`config.mk`:
```
export PLATFORM = sky130hd
export DESIGN_NAME = instr_fetch
export DESIGN_NICKNAME = d
export VERILOG_FILES = /design/src/rtl/instr_fetch.sv
export SDC_FILE = /design/constraint.sdc
export NUM_CORES = 1
export LEC_CHECK = 0
export ABC_CLOCK_PERIOD_IN_PS = 2550
export BUFFER_PORTS_ARGS = -buffer_cell sky130_fd_sc_hd__buf_2
export CORE_MARGIN = 5
export CORE_UTILIZATION = 50
export CTS_CLUSTER_SIZE = 24
export DETAILED_ROUTE_END_ITERATION = 7
export PLACE_DENSITY_LB_ADDON = 0.05
export SLEW_MARGIN = 5
export SYNTH_ARGS = -nofsm -noshare
export SYNTH_HDL_FRONTEND = slang
export SYNTH_SLANG_ARGS = --single-unit
```
`constraint.sdc`:
```
create_clock -name clk -period 2.55 [get_ports clk]
set_input_delay 0.1275 -clock clk [delete_from_list [all_inputs] [get_ports clk]]
set_output_delay 0.1275 -clock clk [all_outputs]
set_load 0.02 [all_outputs]
```
`src/rtl/instr_fetch.sv`:
```
// rtl/instr_fetch.sv - instruction fetch front-end: ROM line capture, per-slot delivery, redirect (optional FETCH_PERF_CNT_EN counter)
module instr_fetch #(
    parameter logic [31:0] RESET_PC = 32'h0000_0000
) (
    input  logic         clk,
    input  logic         rst_n,
    output logic [31:0]  rom_addr,
    input  logic [127:0] rom_data,
    input  logic         fetch_en,
    output logic [31:0]  instr,
    output logic [31:0]  instr_pc,
    output logic         instr_valid,
    input  logic         instr_ready,
    input  logic         redirect_valid,
    input  logic [31:0]  redirect_pc,
    output logic [31:0]  instr_count
);

    typedef enum logic {
        FILL  = 1'b0,
        DRAIN = 1'b1
    } state_t;

    state_t         state;
    state_t         state_next;

    // fetch_pc holds byte address bits [31:2]: [31:4] is the next line, [3:2] its start slot
    logic [29:0]    fetch_pc;
    logic [127:0]   line_buf;
    logic [27:0]    line_base;
    logic [1:0]     slot;

    logic           transfer;
    logic           capture;
    logic           advance;
    logic           unused_bits;

    assign transfer    = instr_valid & instr_ready;
    assign rom_addr    = {fetch_pc[29:2], 4'b0000};
    assign instr_valid = (state == DRAIN);
    assign instr       = line_buf[{slot, 5'b00000} +: 32];
    assign instr_pc    = {line_base, slot, 2'b00};
    assign unused_bits = ^redirect_pc[1:0];

    // FSM state register
    always_ff @(posedge clk or negedge rst_n) begin
        if (!rst_n) begin
            state <= FILL;
        end else begin
            state <= state_next;
        end
    end

    // Next state plus line-capture / slot-advance strobes; redirect overrides everything
    always_comb begin
        state_next = state;
        capture    = 1'b0;
        advance    = 1'b0;
        case (state)
            FILL: begin
                if (fetch_en) begin
                    capture    = 1'b1;
                    state_next = DRAIN;
                end
            end
            DRAIN: begin
                if (transfer) begin
                    if (slot != 2'd3) begin
                        advance = 1'b1;
                    end else if (fetch_en) begin
                        capture = 1'b1;
                    end else begin
                        state_next = FILL;
                    end
                end
            end
            default: state_next = FILL;
        endcase
        if (redirect_valid) begin
            state_next = FILL;
            capture    = 1'b0;
            advance    = 1'b0;
        end
    end

    // Line buffer, fetch pointer and slot datapath
    always_ff @(posedge clk or negedge rst_n) begin
        if (!rst_n) begin
            fetch_pc  <= RESET_PC[31:2];
            line_buf  <= '0;
            line_base <= RESET_PC[31:4];
            slot      <= RESET_PC[3:2];
        end else if (redirect_valid) begin
            fetch_pc <= redirect_pc[31:2];
        end else if (capture) begin
            line_buf  <= rom_data;
            line_base <= fetch_pc[29:2];
            slot      <= fetch_pc[1:0];
            fetch_pc  <= {fetch_pc[29:2] + 28'd1, 2'b00};
        end else if (advance) begin
            slot <= slot + 2'd1;
        end
    end

`ifdef FETCH_PERF_CNT_EN
    logic [31:0] count_q;

    // Delivered-instruction counter, survives redirects
    always_ff @(posedge clk or negedge rst_n) begin
        if (!rst_n) begin
            count_q <= 32'h0;
        end else if (transfer) begin
            count_q <= count_q + 32'd1;
        end
    end

    assign instr_count = count_q;
`else
    assign instr_count = 32'h0;
`endif

endmodule
```
# Word-level counts from Yosys, hierarchy flattened

Cells that the tools add are included.

Register bits: 189
Bits of input ports: 165
Output and inout bits: 129
Logic and storage cells: 33

$add $sub $neg: 2
Equality and inequality tests: 1
Shifts and indexed selects: 1
Multiplexer cells: 17
Bitwise gates (word level): 3
Reduce and logical (&&, ||, !) cells: 4

Operators with widths:

| operator                | count |
|---|---|
| $shiftx A128 B8 Y32     | 1 |
| $mux W30                | 2 |
| $add A28 B1 Y28 const B | 1 |
| $mux W1                 | 11 |
| $mux W2                 | 2 |
| $pmux W1 S2             | 2 |
| $reduce_and A2 Y1       | 2 |
| $reduce_bool A2 Y1      | 2 |
| $add A2 B1 Y2 const B   | 1 |
| $ne A2 B2 Y1 const B    | 1 |
| $not A1 Y1              | 2 |
| $and A1 B1 Y1           | 1 |

# Longest topological paths before layout

Gate-level depths: netlist of run 1.

Word-level depth: 7
Gate-level depth with buffers: 8
Depth with buffers taken out: 5

# Least setup slack after synthesis of run 1

OpenSTA, ideal clock, no wires.

Path kind: register to register
Start: register slot[1]
End: register fetch_pc[23]
Library setup time: 0.082 ns
Data arrival time: 2.053 ns
Required time: 2.468 ns
Setup slack: 0.416 ns
Stages on the path, launching flop included: 7
Buffers on the path: 1
Period minus slack after synthesis: 2.134 ns
Path through: dfrtp_1 -> ha_1 -> a21boi_1 -> buf_2 -> or4_1 -> or4_1 -> a31oi_1

Word-level cells in the longest chain between the ends: 6

Ends and longest elaborated chain:

| element                             | line | text |
|---|---|---|
| from (decl)                         | 31   | `logic [1:0] slot;` |
| from (signal assigned)              | 92   | `slot <= RESET_PC[3:2];` |
| from (signal assigned)              | 98   | `slot <= fetch_pc[1:0];` |
| from (signal assigned)              | 101  | `slot <= slot + 2'd1;` |
| $ne A2 B2 Y1                        | 68   | `if (slot != 2'd3) begin` |
| $mux W1                             | 68   |  |
| $mux W1                             | 67   | `if (transfer) begin` |
| $pmux W1 S2                         | 59   | `case (state)` |
| $mux W1                             | 79   | `if (redirect_valid) begin` |
| $reduce_bool A2 Y1 (no source line) | n/a  |  |
| to (signal assigned)                | 89   | `fetch_pc <= RESET_PC[31:2];` |
| to (signal assigned)                | 94   | `fetch_pc <= redirect_pc[31:2];` |
| to (signal assigned)                | 99   | `fetch_pc <= {fetch_pc[29:2] + 28'd1, 2'b00};` |
| to (decl)                           | 28   | `logic [29:0] fetch_pc;` |

Every way passes these cells.
A chain may end at the register's enable or synchronous reset.

# Final worst setup path of run 1

Start: register slot[0]
End: output port instr[1]

Word-level cells in the longest chain between the ends: 1

Ends and longest elaborated chain:

| element             | line | text |
|---|---|---|
| $shiftx A128 B8 Y32 | 41   | `assign instr = line_buf[{slot, 5'b00000} +: 32];` |
| to (decl)           | 10   | `output logic [31:0] instr,` |

Every way passes these cells.

==> flow_metrics.tcl, run 1 <==
set metrics [dict create \
    drt-pass1-iter-count 4 \
    design_area_um2 12280 \
    yosys.cell_types.count 39 \
    ys_seq_area_frac 0.5318 \
    postSynthCellCount 650 \
    peakVddDrop_mv 0.5250 \
    cp_data_required_time_ns 2.42 \
    crit_buf_inv 2 \
    grt_pass1_wl_um 35400 \
    multi_input_comb_area_um2 3623 \
    yosysWarningCount 0 \
    synth_largest_area_cell "dfrtp_1" \
    io_buffer_count 253 \
    die_x_um 143.4 \
    grtUsageTotal 0.2179 \
    async_reset_ff_frac 1.000 \
    synth_top_cells_by_area "dfrtp_1 53%, mux2_2 17%, mux4_2 8.1%" \
    post_cts_buffers 0 \
    yosys_register_bits 189 \
    hold_violations 0 \
    hpwl_um 15260 \
    num_rows 48 \
    clock.fmax_ghz 0.4374 \
    critPathTopFamily "buffers and inverters" \
    power_frac_comb 0.317 \
    period_share 0.8967 \
    swShare 0.3134 \
    startpoint_type "register" \
    synth_flop_cell "dfrtp_1" \
    postLayoutCoreUtil 0.7075 \
    die_area_um2 20560 \
    run_status "finished, final reports clean" \
    cts_resized 0 \
    cts_tree "done" \
    setup_viol 0 \
    num_vias 6471 \
    maxCapViolCount 0 \
    avgSynthCellArea_um2 13.68 \
    relSlewSlack 0.5262 \
    holdBufCountCts 159 \
    io_pins 294 \
    tightest_slew_ns 0.7107 \
    end_kind "primary output" \
    tns_ns 0 \
    numCtsBuffers 17 \
    grt.overflow.total 0 \
    path_clk_slew_ns 0.07 \
    fp.dieH_um 143.4 \
    leakagePower_nw 5.443 \
    cp_max_fo 34 \
    rsz0062_at_grt "false" \
    min_period_ns 2.286 \
    p_seq_frac 0.400 \
    core_um2 17360 \
    clock_skew_ns 0.006383 \
    area_growth_pct 38.08 \
    drcViolationCount 0 \
    routedWlPerCell_um 17.71 \
    netlist_top_cells_count "189 x dfrtp_1, 133 x mux2_2, 66 x buf_4" \
    initial_utilization 0.5124 \
    syn_area_um2 8894 \
    cts-root-buf "clkbuf_16" \
    cts_sinks 189 \
    drive_above_1_share 0.4480 \
    slowest_stage "mux4_2" \
    clk_path_buf_depth 2 \
    p_int_mw 6.789 \
    synth_fa_ha_area_frac 0.002814 \
    synth-simple-area-share 0.06050 \
    path_cells "buf_4, mux4_2, buf_2" \
    clock_latency_ns 0.42 \
    viasPerCell 5.115 \
    drt_iter0_markers 240 \
    synth-edff-count 0 \
    slowest_delay_ns 0.62 \
    synth_xor_area_frac 0.01182 \
    power_frac_clock 0.283 \
    ant_nets 0 \
    cp.arrival_ns 2.16 \
    cts_max_level 4 \
    placed_area_um2 10060 \
    nFillCells 1222 \
    routed_wl_um 22410 \
    min_path_type "input port to register" \
    grt_max_degree 83 \
    final_nets 1192 \
    slew_violations 0 \
    crit_type "register to primary output" \
    synth.most_common_cell "dfrtp_1" \
    synth_top_area_share 0.5318 \
    regArea_um2 4732 \
    synth_compound_area_frac 0.03489 \
    place_congestion 0.8533 \
    p_sw_mw 3.098 \
    antenna_found_initial 2 \
    grt_pass1_vias 6989 \
    synth_top_family_by_area "multiplexers" \
    yosys-mux-area-fraction 0.2808 \
    p_per_area_nw_per_um2 805.1 \
]
worst paths after layout:
path / depth (start not counted) / slack [ns] / start / endpoint
setup / recovery: 3 / 0.26 / slot[0]$_DFFE_PN0P_ / instr[1]
hold / removal: 3 / 0.03 / fetch_en / instr_valid$_DFF_PN0_
setup reg to reg: 5 / 0.27 / fetch_pc[3]$_DFFE_PN0P_ / fetch_pc[28]$_DFFE_PN0P_
hold reg to reg: 1 / 0.49 / line_buf[119]$_DFFE_PN0P_ / line_buf[119]$_DFFE_PN0P_
max in group asynchronous: 3 / 1.52 / rst_n / line_buf[59]$_DFFE_PN0P_
min in group asynchronous: 2 / 0.22 / rst_n / line_buf[8]$_DFFE_PN0P_
worst register-to-register path, cell delays in order, from the launching register on:
cell and delay, ns:
dfrtp_1 0.43, ha_1 0.22, nand3_2 0.15, or3_1 0.63, or4b_1 0.60, a31oi_1 0.18
state kept, by name, summed over array words and instances (netlist names):
signal       cells
fetch_pc        30
instr_valid      1
line_base       28
line_buf       128
slot             2
cells in the final DEF, fill, tap and decap left out, drive strengths merged, types with 13 or more instances in the layout:
master / n
o31ai: 13
mux2: 156
or4: 16
dlygate4sd3: 159
nand2: 30
clkbuf: 20
dfrtp: 189
conb: 38
a31oi: 15
buf: 263
o21ai: 17
mux4: 32
nor2: 18
through the flow:
| stage | instances | hold WS (ns) | power (mW) | setup slack, ns |
|---|---|---|---|---|
| finish | 1265 | 0.02823 | 9.887 | 0.2635 |
| global route | 1265 | 0.02835 | 10.41 | 0.1169 |
| CTS | 1263 | 0.002809 | 9.990 | 0.1957 |
| detailed placement | 1072 | 0.1044 | 6.989 | 0.2785 |
| global placement | 1072 | 0.09551 | 6.879 | 0.3445 |
| floorplan | 687 | -0.1681 | 6.059 | 0.4155 |
power by group through the flow:
stage / clock [mW] / combinational [mW] / sequential, mW
floorplan: 0 / 2.00 / 4.06
global placement: 0 / 2.92 / 3.96
detailed placement: 0 / 2.97 / 4.01
CTS: 2.85 / 3.18 / 3.96
global route: 3.01 / 3.36 / 4.04
finish: 2.80 / 3.13 / 3.96
final cells by class:
| class | instances | share of cell area |
|---|---|---|
| antenna | 2 | 0.0004075 |
| clock inverter | 13 | 0.01528 |
| inverter | 5 | 0.001528 |
| clock buffer | 19 | 0.03525 |
| sequential | 189 | 0.3853 |
| timing repair buffer | 423 | 0.2442 |
| multi-input combinational | 389 | 0.2951 |
| tap | 225 | 0.02292 |
layer usage:
metal / up-vias / global-route usage / share of wire
met3: 41 / 0.04825 / 0.069
met2: 225 / 0.3704 / 0.50
met1: 3179 / 0.2777 / 0.40
met5: - / 0 / 0
li1: 3026 / - / -
met4: 0 / 0.07483 / 0.025
cell families after synthesis:
logic type / count (synthesis)
flops: 189
mux: 190
simple gates: 98
fa+ha+maj: 2
other cells: 1
compound gates: 49
buf+inv: 109
xor+xnor: 12
Note: power is estimated with default switching activity, not from simulation.
==> run 2: changes to the inputs <==
- CORE_MARGIN: 5 -> unset
==> run 2 against run 1 <==
  * Register-to-register slack improved by 0.04 ns
  * Clock power fell by 1%
  * Global-route usage grew 2.3 points
  * Clock skew grew 0.0039 ns
  * Fmax fell by 0.23%
  * Sequential power barely moved
  * Critical endpoint unchanged
==> flow_metrics.tcl, run 2 (same netlist as run 1, synthesis figures left out) <==
set metrics [dict create \
    run_status "finished, final reports clean" \
    area_growth_pct 37.96 \
    min_period_ns 2.292 \
    clock_skew_ns 0.01024 \
    drt_iter0_markers 294 \
    core_um2 17360 \
    cts_resized 0 \
    cp.arrival_ns 2.16 \
    io_pins 294 \
    ant_nets 0 \
    clock.fmax_ghz 0.4364 \
    hpwl_um 13800 \
    io_buffer_count 253 \
    power_frac_comb 0.318 \
    clock_latency_ns 0.43 \
    cts_max_level 4 \
    num_vias 6529 \
    reg_top3 "line_buf x128, fetch_pc x30, line_base x28" \
    final_nets 1191 \
    post_cts_buffers 0 \
    crit_type "register to primary output" \
    tightest_slew_ns 0.7276 \
    end_kind "primary output" \
    p_seq_frac 0.402 \
    cts_tree "done" \
    path_clk_slew_ns 0.06 \
    top_register "line_buf" \
    cts-root-buf "clkbuf_16" \
    p_sw_mw 3.053 \
    startpoint_type "register" \
    power_frac_clock 0.280 \
    crit_start "slot[0]$_DFFE_PN0P_" \
    rsz0062_at_grt "false" \
    fp.dieH_um 135.4 \
    num_rows 48 \
    numCtsBuffers 17 \
    relSlewSlack 0.5149 \
    slew_violations 0 \
    routedWlPerCell_um 16.91 \
    hold_path_depth 3 \
    die_area_um2 18330 \
    grt_pass1_wl_um 34030 \
    drt-pass1-iter-count 5 \
    p_int_mw 6.783 \
    drcViolationCount 0 \
    r2r-start "fetch_pc[2]$_DFFE_PN0P_" \
    swShare 0.3104 \
    grt.overflow.total 0 \
    cp_max_fo 34 \
    dp_cells 1071 \
    largest_reg_flops 128 \
    cts_sinks 189 \
    grt_pass1_vias 6729 \
    antenna_found_initial 1 \
    rr_worst_depth 5 \
    holdBufCountCts 159 \
    p_per_area_nw_per_um2 801.7 \
    period_share 0.8987 \
    place_congestion 0.7913 \
    viasPerCell 5.174 \
    final_common_cell "buf_2" \
    cp_data_required_time_ns 2.42 \
    routed_wl_um 21340 \
    hold_violations 0 \
    min_path_type "input port to register" \
    leakagePower_nw 5.438 \
    peakVddDrop_mv 0.4765 \
    layout_common_cells "252 x buf_2, 187 x dfrtp_1, 159 x dlygate4sd3_1" \
    setup_viol 0 \
    maxCapViolCount 0 \
    fin_cells 1262 \
    endpoint "instr[1]" \
    r2r_end "fetch_pc[22]$_DFFE_PN0P_" \
    die_x_um 135.4 \
    placed_area_um2 10060 \
    tns_ns 0 \
    r2r_slack_ns 0.31 \
    initial_utilization 0.5124 \
    grt_max_degree 88 \
    drive_above_1_share 0.4479 \
    grtUsageTotal 0.2412 \
    clk_path_buf_depth 2 \
    design_area_um2 12270 \
]
==> run 2: area by class of cell <==
cell class | instances | area [um^2]
antenna | 1 | 2.502
clock buffer | 22 | 484.2
clock inverter | 9 | 135.1
fill | 1231 | 5087
inverter | 5 | 18.77
multi-input combinational | 389 | 3623
sequential | 189 | 4732
tap | 225 | 281.5
timing repair buffer | 422 | 2992
==> run 2: metrics by stage <==
stage	util	total power, mW	hold WS (ns)	setup WS (ns)
floorplan	-	6.059	-0.1681	0.4155
CTS	0.7067	9.922	0.01114	0.2010
detailed placement	0.5794	6.955	0.2449	0.2968
finish	0.7069	9.836	0.04007	0.2583
global placement	0.5794	6.844	0.2321	0.3689
global route	0.7069	10.30	0.07132	0.1073
==> run 2: how the worst min path moves through the flow <==
| stage | start | endpoint | slack (ns) |
|---|---|---|---|
| after floorplan | rst_n | fetch_pc[0]$_DFFE_PN0P_ | -0.17 |
| after global placement | rst_n | line_buf[5]$_DFFE_PN0P_ | 0.23 |
| after detailed placement | rst_n | line_buf[3]$_DFFE_PN0P_ | 0.24 |
| after CTS | fetch_en | instr_valid$_DFF_PN0_ | 0.01 |
| after global routing | fetch_en | instr_valid$_DFF_PN0_ | 0.07 |
| final | fetch_en | instr_valid$_DFF_PN0_ | 0.04 |
==> run 2: routing by layer <==
layer / vias up / track usage / routed length [um]
met4: 0 / 0.08864 / 503
met2: 215 / 0.4103 / 10790
met3: 37 / 0.04976 / 1103
met5: - / 0 / 0
met1: 3270 / 0.3041 / 8942
li1: 3007 / - / -
==> run 2: power by group through the flow <==
| stage | sequential, mW | clock (mW) | combinational [mW] |
|---|---|---|---|
| floorplan | 4.06 | 0 | 2.00 |
| global placement | 3.95 | 0 | 2.89 |
| detailed placement | 4.01 | 0 | 2.94 |
| CTS | 3.95 | 2.82 | 3.15 |
| global route | 4.04 | 2.92 | 3.34 |
| finish | 3.95 | 2.76 | 3.12 |
==> run 2: worst max-delay path, stage by stage, from the launching register on <==
cell and delay (ns):
dfrtp_2 0.35, buf_4 0.59, mux4_2 0.60, buf_2 0.18
==> run 3: changes to the inputs <==
- CTS_BUF_LIST: unset -> sky130_fd_sc_hd__clkbuf_4
- REMOVE_ABC_BUFFERS: unset -> 1
==> run 3 against run 2 <==
  * Worst setup slack lost 0.012 ns
  * Cell count is 0.71% higher
  * Critical endpoint is now line_buf[11]$_DFFE_PN0P_
  * Highest routed layer unchanged
  * Sequential power is essentially flat
  * First-iteration DRC count decreased by 40%
  * Routed wire length shrank 1.1%
  * Clock-buffer cell count is 1 lower
  * Via count down 0.47%
  * Clock power shrank 49%
==> flow_metrics.tcl, run 3 (same netlist as run 1, synthesis figures left out) <==
set metrics [dict create \
    run_status "finished, final reports clean" \
    grt.overflow.total 0 \
    r2r_slack_ns 0.25 \
    min_period_ns 2.304 \
    layout_common_cells "252 x buf_2, 187 x dfrtp_1, 165 x dlygate4sd3_1" \
    io_buffer_count 253 \
    slew_violations 0 \
    path_clk_slew_ns 0.15 \
    viasPerCell 5.113 \
    hold_violations 0 \
    reg_top3 "line_buf x128, fetch_pc x30, line_base x28" \
    top_layer "met4" \
    num_rows 48 \
    cts_max_level 4 \
    clock_skew_ns 0.02371 \
    power_mw 8.497 \
    core_um2 17360 \
    numCtsBuffers 17 \
    io_pins 294 \
    cp_max_fo 46 \
    cts_sinks 189 \
    dr_wl_met3_um 1096 \
    dpl_worst_slack_ns 0.2578 \
    slowest_delay_ns 0.64 \
    final_common_cell "buf_2" \
    die_x_um 135.4 \
    p_per_area_nw_per_um2 710.6 \
    largest_reg_flops 128 \
    area_growth_pct 34.44 \
    startpoint_type "register" \
    cp.arrival_ns 2.75 \
    rr_worst_depth 5 \
    fp.dieH_um 135.4 \
    r2r_end "line_buf[11]$_DFFE_PN0P_" \
    hpwl_um 13670 \
    grt_pass1_vias 6710 \
    wl_met2_um 10750 \
    routedWlPerCell_um 16.61 \
    crit_cells 5 \
    drcViolationCount 0 \
    final_nets 1199 \
    crit_buf_inv 1 \
    maxCapViolCount 0 \
    period_share 0.9036 \
    clock_latency_ns 0.56 \
    leakagePower_nw 5.306 \
    ant_nets 0 \
    m1WireLength_um 8856 \
    r2r-start "slot[0]$_DFFE_PN0P_" \
    cp_data_required_time_ns 3.00 \
    crit_start "slot[0]$_DFFE_PN0P_" \
    initial_utilization 0.5124 \
    cts_tree "done" \
    clock.fmax_ghz 0.4340 \
    relSlewSlack 0.5583 \
    setup_ws_ns 0.2458 \
    setup_viol 0 \
    clk_path_buf_depth 2 \
    grt_pass1_wl_um 33820 \
    critPathTopFamily "simple AND/OR/NAND/NOR gates" \
    num_vias 6498 \
    slowest_stage "and3_4" \
    place_congestion 0.7681 \
    drt_iter0_markers 176 \
    end_kind "register" \
    dp_cells 1073 \
    crit_type "register to register" \
    endpoint "line_buf[11]$_DFFE_PN0P_" \
    fin_cells 1271 \
    cts-root-buf "clkbuf_4" \
    top_register "line_buf" \
    grt_max_degree 77 \
    rsz0062_at_grt "false" \
    routed_wl_um 21110 \
    drive_above_1_share 0.4450 \
    tightest_slew_ns 0.6625 \
    die_area_um2 18330 \
    min_path_type "input port to register" \
    peakVddDrop_mv 0.4183 \
    grtUsageTotal 0.2419 \
    drt-pass1-iter-count 4 \
    antenna_found_initial 1 \
    path_cells "ha_1, a21bo_2, and3_4, buf_4, mux2_2" \
]
[run 3: cell count changes in the layout (fill, tap and decap cells not counted), sizes merged]
| cell | previous run | this run |
|---|---|---|
| buf | 262 | 264 |
| bufinv | 3 | 0 |
| clkbuf | 23 | 22 |
| clkinv | 3 | 6 |
| dlygate4sd3 | 159 | 165 |
| inv | 5 | 7 |
[run 3: timing repair]
item	4_1_cts	5_1_grt
hold buffers	165	0
gates resized for setup	0	1
buffers inserted	0	0
endpoints found under the hold margin	239	0
setup endpoints to repair	0	32
[run 3: worst min-delay path by stage]
stage | endpoint | cells after the start | startpoint | slack, ns
final | fetch_pc[12]$_DFFE_PN0P_ | 4 | redirect_valid | 0.06
after global placement | line_buf[11]$_DFFE_PN0P_ | 1 | rst_n | 0.20
after CTS | fetch_pc[9]$_DFFE_PN0P_ | 4 | redirect_valid | 0.005
after global routing | fetch_pc[9]$_DFFE_PN0P_ | 4 | redirect_valid | 0.01
after detailed placement | line_buf[17]$_DFFE_PN0P_ | 1 | rst_n | 0.20
after floorplan | fetch_pc[0]$_DFFE_PN0P_ | 0 | rst_n | -0.17
[run 3: cell type report]
class | count | area [um^2]
Fill cell | 1249 | 5400
Sequential cell | 189 | 4732
Multi-Input combinational cell | 389 | 3623
Timing Repair Buffer | 430 | 3070
Tap cell | 225 | 281.5
Clock buffer | 21 | 157.7
Clock inverter | 11 | 70.07
Inverter | 5 | 18.77
Antenna cell | 1 | 2.502
[run 3: power by group]
group / internal, mW / total (mW) / switching, mW
Sequential: 3.60 / 3.95 / 0.346
Combinational: 1.54 / 3.13 / 1.59
Clock: 0.424 / 1.42 / 0.994
[run 3: per-stage QoR]
stage	util	setup TNS [ns]	hold slack [ns]	cell area [um^2]
final	0.6889	0	0.05591	11960
after global routing	0.6889	0	0.01374	11960
after CTS	0.6885	0	0.004526	11950
after detailed placement	0.5802	0	0.2025	10070
after global placement	0.5802	0	0.1970	10070
after floorplan	-	-630.14	-0.1681	8367
[run 3: worst register-to-register path, cell delays in order (launching register included)]
cell and delay [ns]:
dfrtp_2 0.39, ha_1 0.19, a21bo_2 0.16, and3_4 0.64, buf_4 0.44, mux2_2 0.39
[run 3: routing by layer]
metal / global-route usage / vias to the layer above
met3: 0.05387 / 31
met1: 0.2983 / 3216
li1: - / 3041
met5: 0 / -
met2: 0.4197 / 210
met4: 0.08115 / 0
